<file path="config.mk">
export PLATFORM = sky130hd
export DESIGN_NAME = evu_event_agg
export DESIGN_NICKNAME = d
export VERILOG_FILES = /design/src/rtl/evu_event_agg.sv
export SDC_FILE = /design/constraint.sdc
export NUM_CORES = 1
export LEC_CHECK = 0
export CELL_PAD_IN_SITES_DETAIL_PLACEMENT = 0
export CELL_PAD_IN_SITES_GLOBAL_PLACEMENT = 1
export CORE_AREA = 2 2 209 149
export CTS_CLUSTER_DIAMETER = 30
export CTS_CLUSTER_SIZE = 24
export DETAILED_ROUTE_END_ITERATION = 16
export DIE_AREA = 0 0 211 151
export GPL_TIMING_DRIVEN = 1
export PLACE_DENSITY_LB_ADDON = 0.1
export SETUP_SLACK_MARGIN = 0.2
export SYNTH_ARGS = -nofsm -noshare
export SYNTH_HDL_FRONTEND = slang
export SYNTH_SLANG_ARGS = --single-unit
</file>
<file path="constraint.sdc">
create_clock -name clk_i -period 4.6 [get_ports clk_i]
set_clock_uncertainty 0.2 [all_clocks]
set_input_delay 0.92 -clock clk_i [delete_from_list [all_inputs] [get_ports clk_i]]
set_output_delay 0.92 -clock clk_i [all_outputs]
set_load 0.01 [all_outputs]
</file>
<file path="src/rtl/evu_event_agg.sv">
// evu_event_agg: per-channel event counters whose threshold reports are merged round-robin into one output record register
// Ports: clk_i/rst_ni clock and async active-low reset; evt_i event pulses; priv_lvl_i/asid_i current context;
//   cfg_we_i/cfg_ch_i/cfg_sel_i/cfg_en_i/cfg_priv_mask_i/cfg_thresh_i channel configuration write;
//   out_valid_o/out_ready_i with out_ch_o/out_priv_o/out_asid_o record handshake; ovf_o sticky dropped-report flags
module evu_event_agg #(
  parameter int NUM_CH = 4,
  parameter int NUM_EVT = 16,
  parameter int CNT_W = 16,
  parameter int ASID_WIDTH = 16,
  localparam int CH_W = NUM_CH > 1 ? $clog2(NUM_CH) : 1,
  localparam int EV_W = NUM_EVT > 1 ? $clog2(NUM_EVT) : 1
) (
  input  logic                  clk_i,
  input  logic                  rst_ni,
  input  logic [NUM_EVT-1:0]    evt_i,
  input  logic [1:0]            priv_lvl_i,
  input  logic [ASID_WIDTH-1:0] asid_i,
  input  logic                  cfg_we_i,
  input  logic [CH_W-1:0]       cfg_ch_i,
  input  logic [EV_W-1:0]       cfg_sel_i,
  input  logic                  cfg_en_i,
  input  logic [2:0]            cfg_priv_mask_i,
  input  logic [CNT_W-1:0]      cfg_thresh_i,
  output logic                  out_valid_o,
  input  logic                  out_ready_i,
  output logic [CH_W-1:0]       out_ch_o,
  output logic [1:0]            out_priv_o,
  output logic [ASID_WIDTH-1:0] out_asid_o,
  output logic [NUM_CH-1:0]     ovf_o
);
  logic [EV_W-1:0] sel_q [NUM_CH];
  logic [2:0] mask_q [NUM_CH];
  logic [CNT_W-1:0] thresh_q [NUM_CH];
  logic [CNT_W-1:0] cnt_q [NUM_CH];
  logic [1:0] snap_priv_q [NUM_CH];
  logic [ASID_WIDTH-1:0] snap_asid_q [NUM_CH];
  logic [NUM_CH-1:0] en_q, pend_q, ovf_q, cfg_hit, hit, th_hit, gnt;
  logic [CH_W-1:0] rr_q, gnt_idx, idx;
  logic gnt_vld, loadable;
  logic [2:0] priv_oh;
  logic [1:0] priv_map;
  // reserved level 10 selects no mask bit, so it can never hit
  assign priv_oh = priv_lvl_i == 2'b00 ? 3'b001 : priv_lvl_i == 2'b01 ? 3'b010 : priv_lvl_i == 2'b11 ? 3'b100 : 3'b000;
  assign priv_map = priv_lvl_i == 2'b11 ? 2'b01 : priv_lvl_i == 2'b01 ? 2'b10 : 2'b11;
  assign loadable = !out_valid_o || out_ready_i;
  assign ovf_o = ovf_q;

  // first pending channel at or after rr_q, which points just past the last grant
  always_comb begin
    gnt_vld = 1'b0;
    gnt_idx = '0;
    idx = '0;
    for (int k = 0; k < NUM_CH; k++) begin
      idx = CH_W'((int'(rr_q) + k) % NUM_CH);
      if (!gnt_vld && pend_q[idx]) begin
        gnt_vld = 1'b1;
        gnt_idx = idx;
      end
    end
  end

  always_comb begin
    for (int c = 0; c < NUM_CH; c++) begin
      cfg_hit[c] = cfg_we_i && cfg_ch_i == CH_W'(c);
      hit[c] = en_q[c] && evt_i[sel_q[c]] && |(mask_q[c] & priv_oh);
      th_hit[c] = hit[c] && thresh_q[c] != '0 && cnt_q[c] + CNT_W'(1) == thresh_q[c];
      gnt[c] = loadable && gnt_vld && gnt_idx == CH_W'(c);
    end
  end

  always_ff @(posedge clk_i or negedge rst_ni) begin
    if (!rst_ni) begin
      en_q <= '0;
      pend_q <= '0;
      ovf_q <= '0;
      for (int c = 0; c < NUM_CH; c++) begin
        sel_q[c] <= '0;
        mask_q[c] <= '0;
        thresh_q[c] <= '0;
        cnt_q[c] <= '0;
        snap_priv_q[c] <= '0;
        snap_asid_q[c] <= '0;
      end
    end else begin
      for (int c = 0; c < NUM_CH; c++) begin
        if (cfg_hit[c]) begin
          sel_q[c] <= cfg_sel_i;
          en_q[c] <= cfg_en_i;
          mask_q[c] <= cfg_priv_mask_i;
          thresh_q[c] <= cfg_thresh_i;
          cnt_q[c] <= '0;
          pend_q[c] <= 1'b0;
          ovf_q[c] <= 1'b0;
        end else begin
          if (hit[c])
            cnt_q[c] <= th_hit[c] ? '0 : &cnt_q[c] ? cnt_q[c] : cnt_q[c] + CNT_W'(1);
          // an ungranted pending record is kept; the newer report is dropped and flagged
          if (th_hit[c] && pend_q[c] && !gnt[c])
            ovf_q[c] <= 1'b1;
          else if (th_hit[c]) begin
            pend_q[c] <= 1'b1;
            snap_priv_q[c] <= priv_map;
            snap_asid_q[c] <= asid_i;
          end else if (gnt[c])
            pend_q[c] <= 1'b0;
        end
      end
    end
  end

  always_ff @(posedge clk_i or negedge rst_ni) begin
    if (!rst_ni) begin
      out_valid_o <= 1'b0;
      out_ch_o <= '0;
      out_priv_o <= '0;
      out_asid_o <= '0;
      rr_q <= '0;
    end else if (loadable) begin
      out_valid_o <= gnt_vld;
      if (gnt_vld) begin
        out_ch_o <= gnt_idx;
        out_priv_o <= snap_priv_q[gnt_idx];
        out_asid_o <= snap_asid_q[gnt_idx];
        rr_q <= gnt_idx == CH_W'(NUM_CH - 1) ? '0 : gnt_idx + CH_W'(1);
      end
    end
  end
endmodule

</file>
# After elaboration in Yosys (flattened, before gate mapping)
# Index checks and enable logic that the tools add are counted.
[op_classes]
n_addsub = 8
multipliers = 0
div_mod_pow = 0
magnitude_cmp = 9
eq_ne = 20
shifts = 0
n_mux = 76
bitwise = 13
reduce_logical = 85
[ops]
columns = ["op", "count"]
rows = [
  ["$mux 16", 18],
  ["$add 16x1->16 const B", 4],
  ["$eq 16x16->1", 4],
  ["$reduce_and 16->1", 4],
  ["$reduce_bool 16->1", 4],
  ["$mux 1", 37],
  ["$logic_and 1x1->1", 36],
  ["$bmux 16 s2", 1],
  ["$lt 4x5->1 const B", 4],
  ["$reduce_and 2->1", 9],
  ["$bmux 1 s4", 4],
  ["$mux 2", 8],
  ["$reduce_bool 2->1", 8],
  ["$and 3x3->3", 4],
  ["$lt 2x3->1 const B", 4],
  ["$ne 3x3->1 const B", 4],
  ["$reduce_and 3->1", 4],
  ["$reduce_bool 3->1", 4],
  ["$reduce_or 3->1", 4],
  ["$eq 2x2->1 const B", 5],
  ["$mux 3", 3],
  ["$bmux 1 s2", 4],
  ["$logic_not 1->1", 8],
  ["$ne 2x2->1 const B", 4],
  ["other kinds (9)", 22],
]
[totals]
reg_bits = 263
latch_bits = 0
ramBits = 0
romBits = 0
in_bits = 64
out_inout_bits = 25
wordCells = 252
memories = 0

# Depth between registers and ports, before layout
[logic_depth]
depth_word = 18
depth_mapped = 13
mapped_depth_nobuf = 10

# Least setup slack after synthesis
# Ideal clock, no wire load.
[synth_path]
kind = "input to register"
start = "in evt_i[9]"
end = "reg snap_asid_q[56] in the netlist's numbering"
setup_ns = 0.125
arrival_ns = 3.046
required_time_ns = 4.275
setup_slack_ns = 1.229
path_stages = 8
path_buffers = 2
cell_sequence = "mux2_2 nor3b_1 or4_1 a21o_1 clkbuf_1 nor4_4 buf_4 mux2_2"
[synth_between]
elab_chain_cells = 10
[synth_lines]
columns = ["element", "line_no", "rtl"]
rows = [
  ["from (decl)", "15", "input logic [NUM_EVT-1:0] evt_i,"],
  ["$bmux 1 s4 *", "65", "hit[c] = en_q[c] && evt_i[sel_q[c]] && |(mask_q[c] & priv_oh);"],
  ["$mux 1 (not written as such) *", "65", ""],
  ["$logic_and 1x1->1 * (2 in series)", "65", ""],
  ["$logic_and 1x1->1 * (2 in series)", "66", "th_hit[c] = hit[c] && thresh_q[c] != '0 && cnt_q[c] + CNT_W'(1) == thresh_q[c];"],
  ["$logic_and 1x1->1 (2 in series)", "98", "if (th_hit[c] && pend_q[c] && !gnt[c])"],
  ["$not 1->1 (no line)", "n/a", ""],
  ["$reduce_and 3->1 (no line) *", "n/a", ""],
  ["to (signal, indexed assignment)", "103", "snap_asid_q[c] <= asid_i;"],
  ["to (decl)", "36", "logic [ASID_WIDTH-1:0] snap_asid_q [NUM_CH];"],
]
# Mark *: on every way between the ends. The rest lies on a longest branch, timed or not. The select of a mux whose other input is x is not followed.
# A chain may end at the register's enable or synchronous reset.

# Final worst setup path
[layout_path]
start = "reg cnt_q[0] in the netlist's numbering"
end = "reg snap_asid_q[8] in the netlist's numbering"
[layout_between]
elab_chain_cells = 7
[layout_lines]
columns = ["element", "line_no", "rtl"]
rows = [
  ["from (decl)", "34", "logic [CNT_W-1:0] cnt_q [NUM_CH];"],
  ["from (signal, indexed assignment)", "96", "cnt_q[c] <= th_hit[c] ? '0 : &cnt_q[c] ? cnt_q[c] : cnt_q[c] + CNT_W'(1);"],
  ["$add 16x1->16 *", "66", ""],
  ["$eq 16x16->1 *", "66", ""],
  ["$logic_and 1x1->1 *", "66", ""],
  ["$logic_and 1x1->1 (2 in series)", "98", ""],
  ["$not 1->1 (no line)", "n/a", ""],
  ["$reduce_and 3->1 (no line) *", "n/a", ""],
]
# Mark *: on every way between the ends. The rest lies on a longest branch, timed or not.

==> out/qor.yml <==
ctsResizeCount: 0
worstHoldPathType: "primary input to asynchronous set/reset pin"
drive_gt1_share_pct: 21.3
setup_ws_ns: 0.734
crit_type: "flop to flop"
p_int_mw: 5.71
root_buffer: "clkbuf_16"
ys.flop_type: "dfrtp_1"
syn-instance-count: 1347
pin_count: 89
hold_viol: 0
worst_setup_path_end_kind: "flop"
multi_input_area_um2: 7250
grt.total_usage_pct: 24.2
core-area_um2: 29800
drt_iter0_markers: 939
gp_congestion: 0.912
die-area_um2: 31900
slowest_stage: "o311ai_0"
period_share_pct: 84.1
final_antenna_net_count: 0
drcViolationCount: 0
seq_area_um2: 6580
slowest_delay_ns: 0.91
pre_cts_ws_ns: 0.478
drt-total-wl_mm: 37.3
ir_worst_vdd_mv: 0.311
cp_num_buf_inv: 1
p_per_area_nw_per_um2: 452
fin_nets: 1516
cts.clk_slew.worst_paths_ns: 0.05
grt_max_degree: 99
p_clk_share_pct: 50.9
fp.dieH_um: 151
finalPower_mw: 7.83
initial_core_util_pct: 47.7
crit_family: "simple AND/OR/NAND/NOR gates"
cts.sinks: 263
die_w_um: 211
rows: 53
cts.hold.buffers_added: 0
finalSetupViolCount: 0
drt-vias-per-instance: 5.68
worst_ep_arrival_time_ns: 4.10
grt-ovfl-total: 0
seqPwrFrac_pct: 36.1
dp_hpwl_mm: 25.7
routedWlPerCell_um: 19.9
maxSlewHeadroom_pct: 16.6
areaGrowthSynthToFinish_pct: 22.1
antenna_found_initial: 0
htreeDepth: 2
netlist_top_cells_area: "dfrtp_1, mux2_2, xnor2_1"
fin_crit_ns: 3.87
yosysSeqAreaShare_pct: 46.3
p_switching_mw: 2.12
synth_edf_count: 0
p_leak_nw: 7.45
worst_pin_slew_ns: 1.24
path_max_fanout: 18
worstPathCellList: "ha_1 -> and3_1 -> nor4_1 -> a21oi_1 -> o311ai_0 -> nand4_1 -> nor4_4 -> buf_4 -> mux2_2"
drv_slew: 0
grt_pass1_vias: 10500
synth_top_area_share_pct: 46.3
grt_pass1_wl_mm: 60.2
post_cts_buffers: 0
cts_max_path_buffers: 3
final.setup.tns_ns: 0
dr.pass1.iters: 6
insertion_delay_ns: 0.56
max_freq_mhz: 259
fillCellCount: 2508
cap_violations: 0
synth_area_um2: 14200
cts_inserted_buffers: 51
cts_tree: "done"
required_ns: 4.83
vias: 10600
status: "finished, final reports clean"
rsz0062_at_grt: "false"
syn_avg_cell_area_um2: 10.5
yosysTopAreaCell: "dfrtp_1"
ys_ff_latch: 263
p_comb_share_pct: 13.0
yosysWarningCount: 0
start_kind: "flop"
async_reset_ff_share_pct: 100
synthesis.nets: 1419
io_buffers: 88
p_sw_share_pct: 27.1
post-route-util_pct: 58.2
yosysUniqueCellTypes: 73
-- area by class of cell --
cell class              count  area share [%]
inverters                  20           0.433
diodes                      1          0.0144
repair buffers            112            6.29
multi-input cells         996            41.8
well taps                 385            2.78
flip-flops and latches    263            38.0
clock buffers              58            7.80
clock inverters            38            2.91
-- registers in the layout (all words and copies together) (netlist names) --
name	cells
mask_q	12
rr_q	2
snap_priv_q	8
ovf_o	4
out_asid_o	16
en_q	4
cnt_q	64
out_valid_o	1
out_ch_o	2
pend_q	4
out_priv_o	2
sel_q	16
snap_asid_q	64
thresh_q	64
-- metrics by stage --
stage | std cells | hold WS, ns | cell area [um2]
after global routing | 1872 | 0.243 | 17300
after detailed placement | 1776 | 0.270 | 15500
after global placement | 1776 | 0.261 | 15500
after CTS | 1872 | 0.226 | 17300
after floorplan | 1347 | 0.238 | 14200
final | 1873 | 0.172 | 17300
-- synth_stat cells (4+ instances only) --
cell type,n
mux2_2,158
clkbuf_1,44
and3_1,9
xnor2_1,103
nand4_1,25
a211oi_1,8
o2111ai_1,8
nor2b_1,19
buf_2,15
or3_1,7
and4_1,10
a21oi_1,20
a22oi_1,5
mux2i_1,31
nor2_1,108
nor4_1,34
o21a_1,5
nand2_1,167
o21ai_0,50
nand3b_1,4
mux2_4,10
and2_1,7
mux4_2,13
nand3_1,32
a21o_1,4
nor3_1,30
xor2_1,30
nor3b_1,8
ha_1,8
inv_1,20
o22ai_1,6
dfrtp_1,263
a31oi_1,5
nand2b_1,10
o31ai_1,8
or4_1,5
-- layout by cell type (no fill, tap or decap), types with 31 or more instances in the layout --
| cell type | instances |
|---|---|
| nor2_1 | 108 |
| nand3_1 | 32 |
| o21ai_0 | 50 |
| dfrtp_1 | 263 |
| mux2_2 | 158 |
| mux2i_1 | 31 |
| clkbuf_16 | 51 |
| nand2_1 | 167 |
| clkdlybuf4s50_1 | 87 |
| xnor2_1 | 103 |
| nor4_1 | 34 |
-- power by group through the flow --
| stage | Sequential [mW] | Clock (mW) | Combinational (mW) |
|---|---|---|---|
| 2_1_floorplan | 2.76 | 0 | 0.674 |
| 3_3_place_gp | 2.85 | 0 | 0.999 |
| 3_5_place_dp | 2.85 | 0 | 1.01 |
| 4_1_cts | 2.82 | 4.05 | 1.02 |
| 5_1_grt | 2.86 | 4.17 | 1.13 |
| 6_report | 2.82 | 3.99 | 1.02 |
-- kinds of logic (layout without fill, tap and decap cells) --
| family | after synthesis | count (layout) | share of synthesized area [%] |
|---|---|---|---|
| buffers and inverters | 88 | 228 | 2.76 |
| other | 0 | 1 | 0 |
| AO/OA/AOI/OAI | 148 | 148 | 6.78 |
| AND/OR/NAND/NOR | 494 | 494 | 17.3 |
| XOR/XNOR | 133 | 133 | 8.20 |
| adder cells (fa/ha/maj) | 9 | 9 | 0.775 |
| multiplexers | 212 | 212 | 17.8 |
| flip-flops | 263 | 263 | 46.3 |
-- layer usage --
layer / vias up / part of all wire, % / routed length [um] / track usage (%)
met1: 5301 / 53 / 20000 / 39.2
met3: 49 / 4.9 / 1830 / 4.54
met5: - / 0 / 0 / 0
li1: 5011 / - / - / -
met2: 269 / 40 / 14900 / 32.9
met4: 0 / 1.6 / 596 / 5.11
-- worst reg2reg max path: stages, from the launching register on --
cell and delay, ns:
dfrtp_1 0.47, ha_1 0.30, and3_1 0.24, nor4_1 0.28
a21oi_1 0.07, o311ai_0 0.91, nand4_1 0.28, nor4_4 0.26
buf_4 0.36, mux2_2 0.38
-- path summary, 6_finish.rpt --
check                      depth (start not counted)        endpoint  slack, ns      startpoint
max                                                9  snap_asid_q[8]       0.73        cnt_q[0]
min                                                1       cnt_q[38]       0.17          rst_ni
max reg2reg                                        9  snap_asid_q[8]       0.73        cnt_q[0]
min reg2reg                                        2  out_asid_o[13]       0.28  out_asid_o[13]
max in group asynchronous                          2        cnt_q[5]       3.07          rst_ni
min in group clk_i                                 2  out_asid_o[13]       0.28  out_asid_o[13]
No activity file was read; power rests on OpenSTA's default activity.
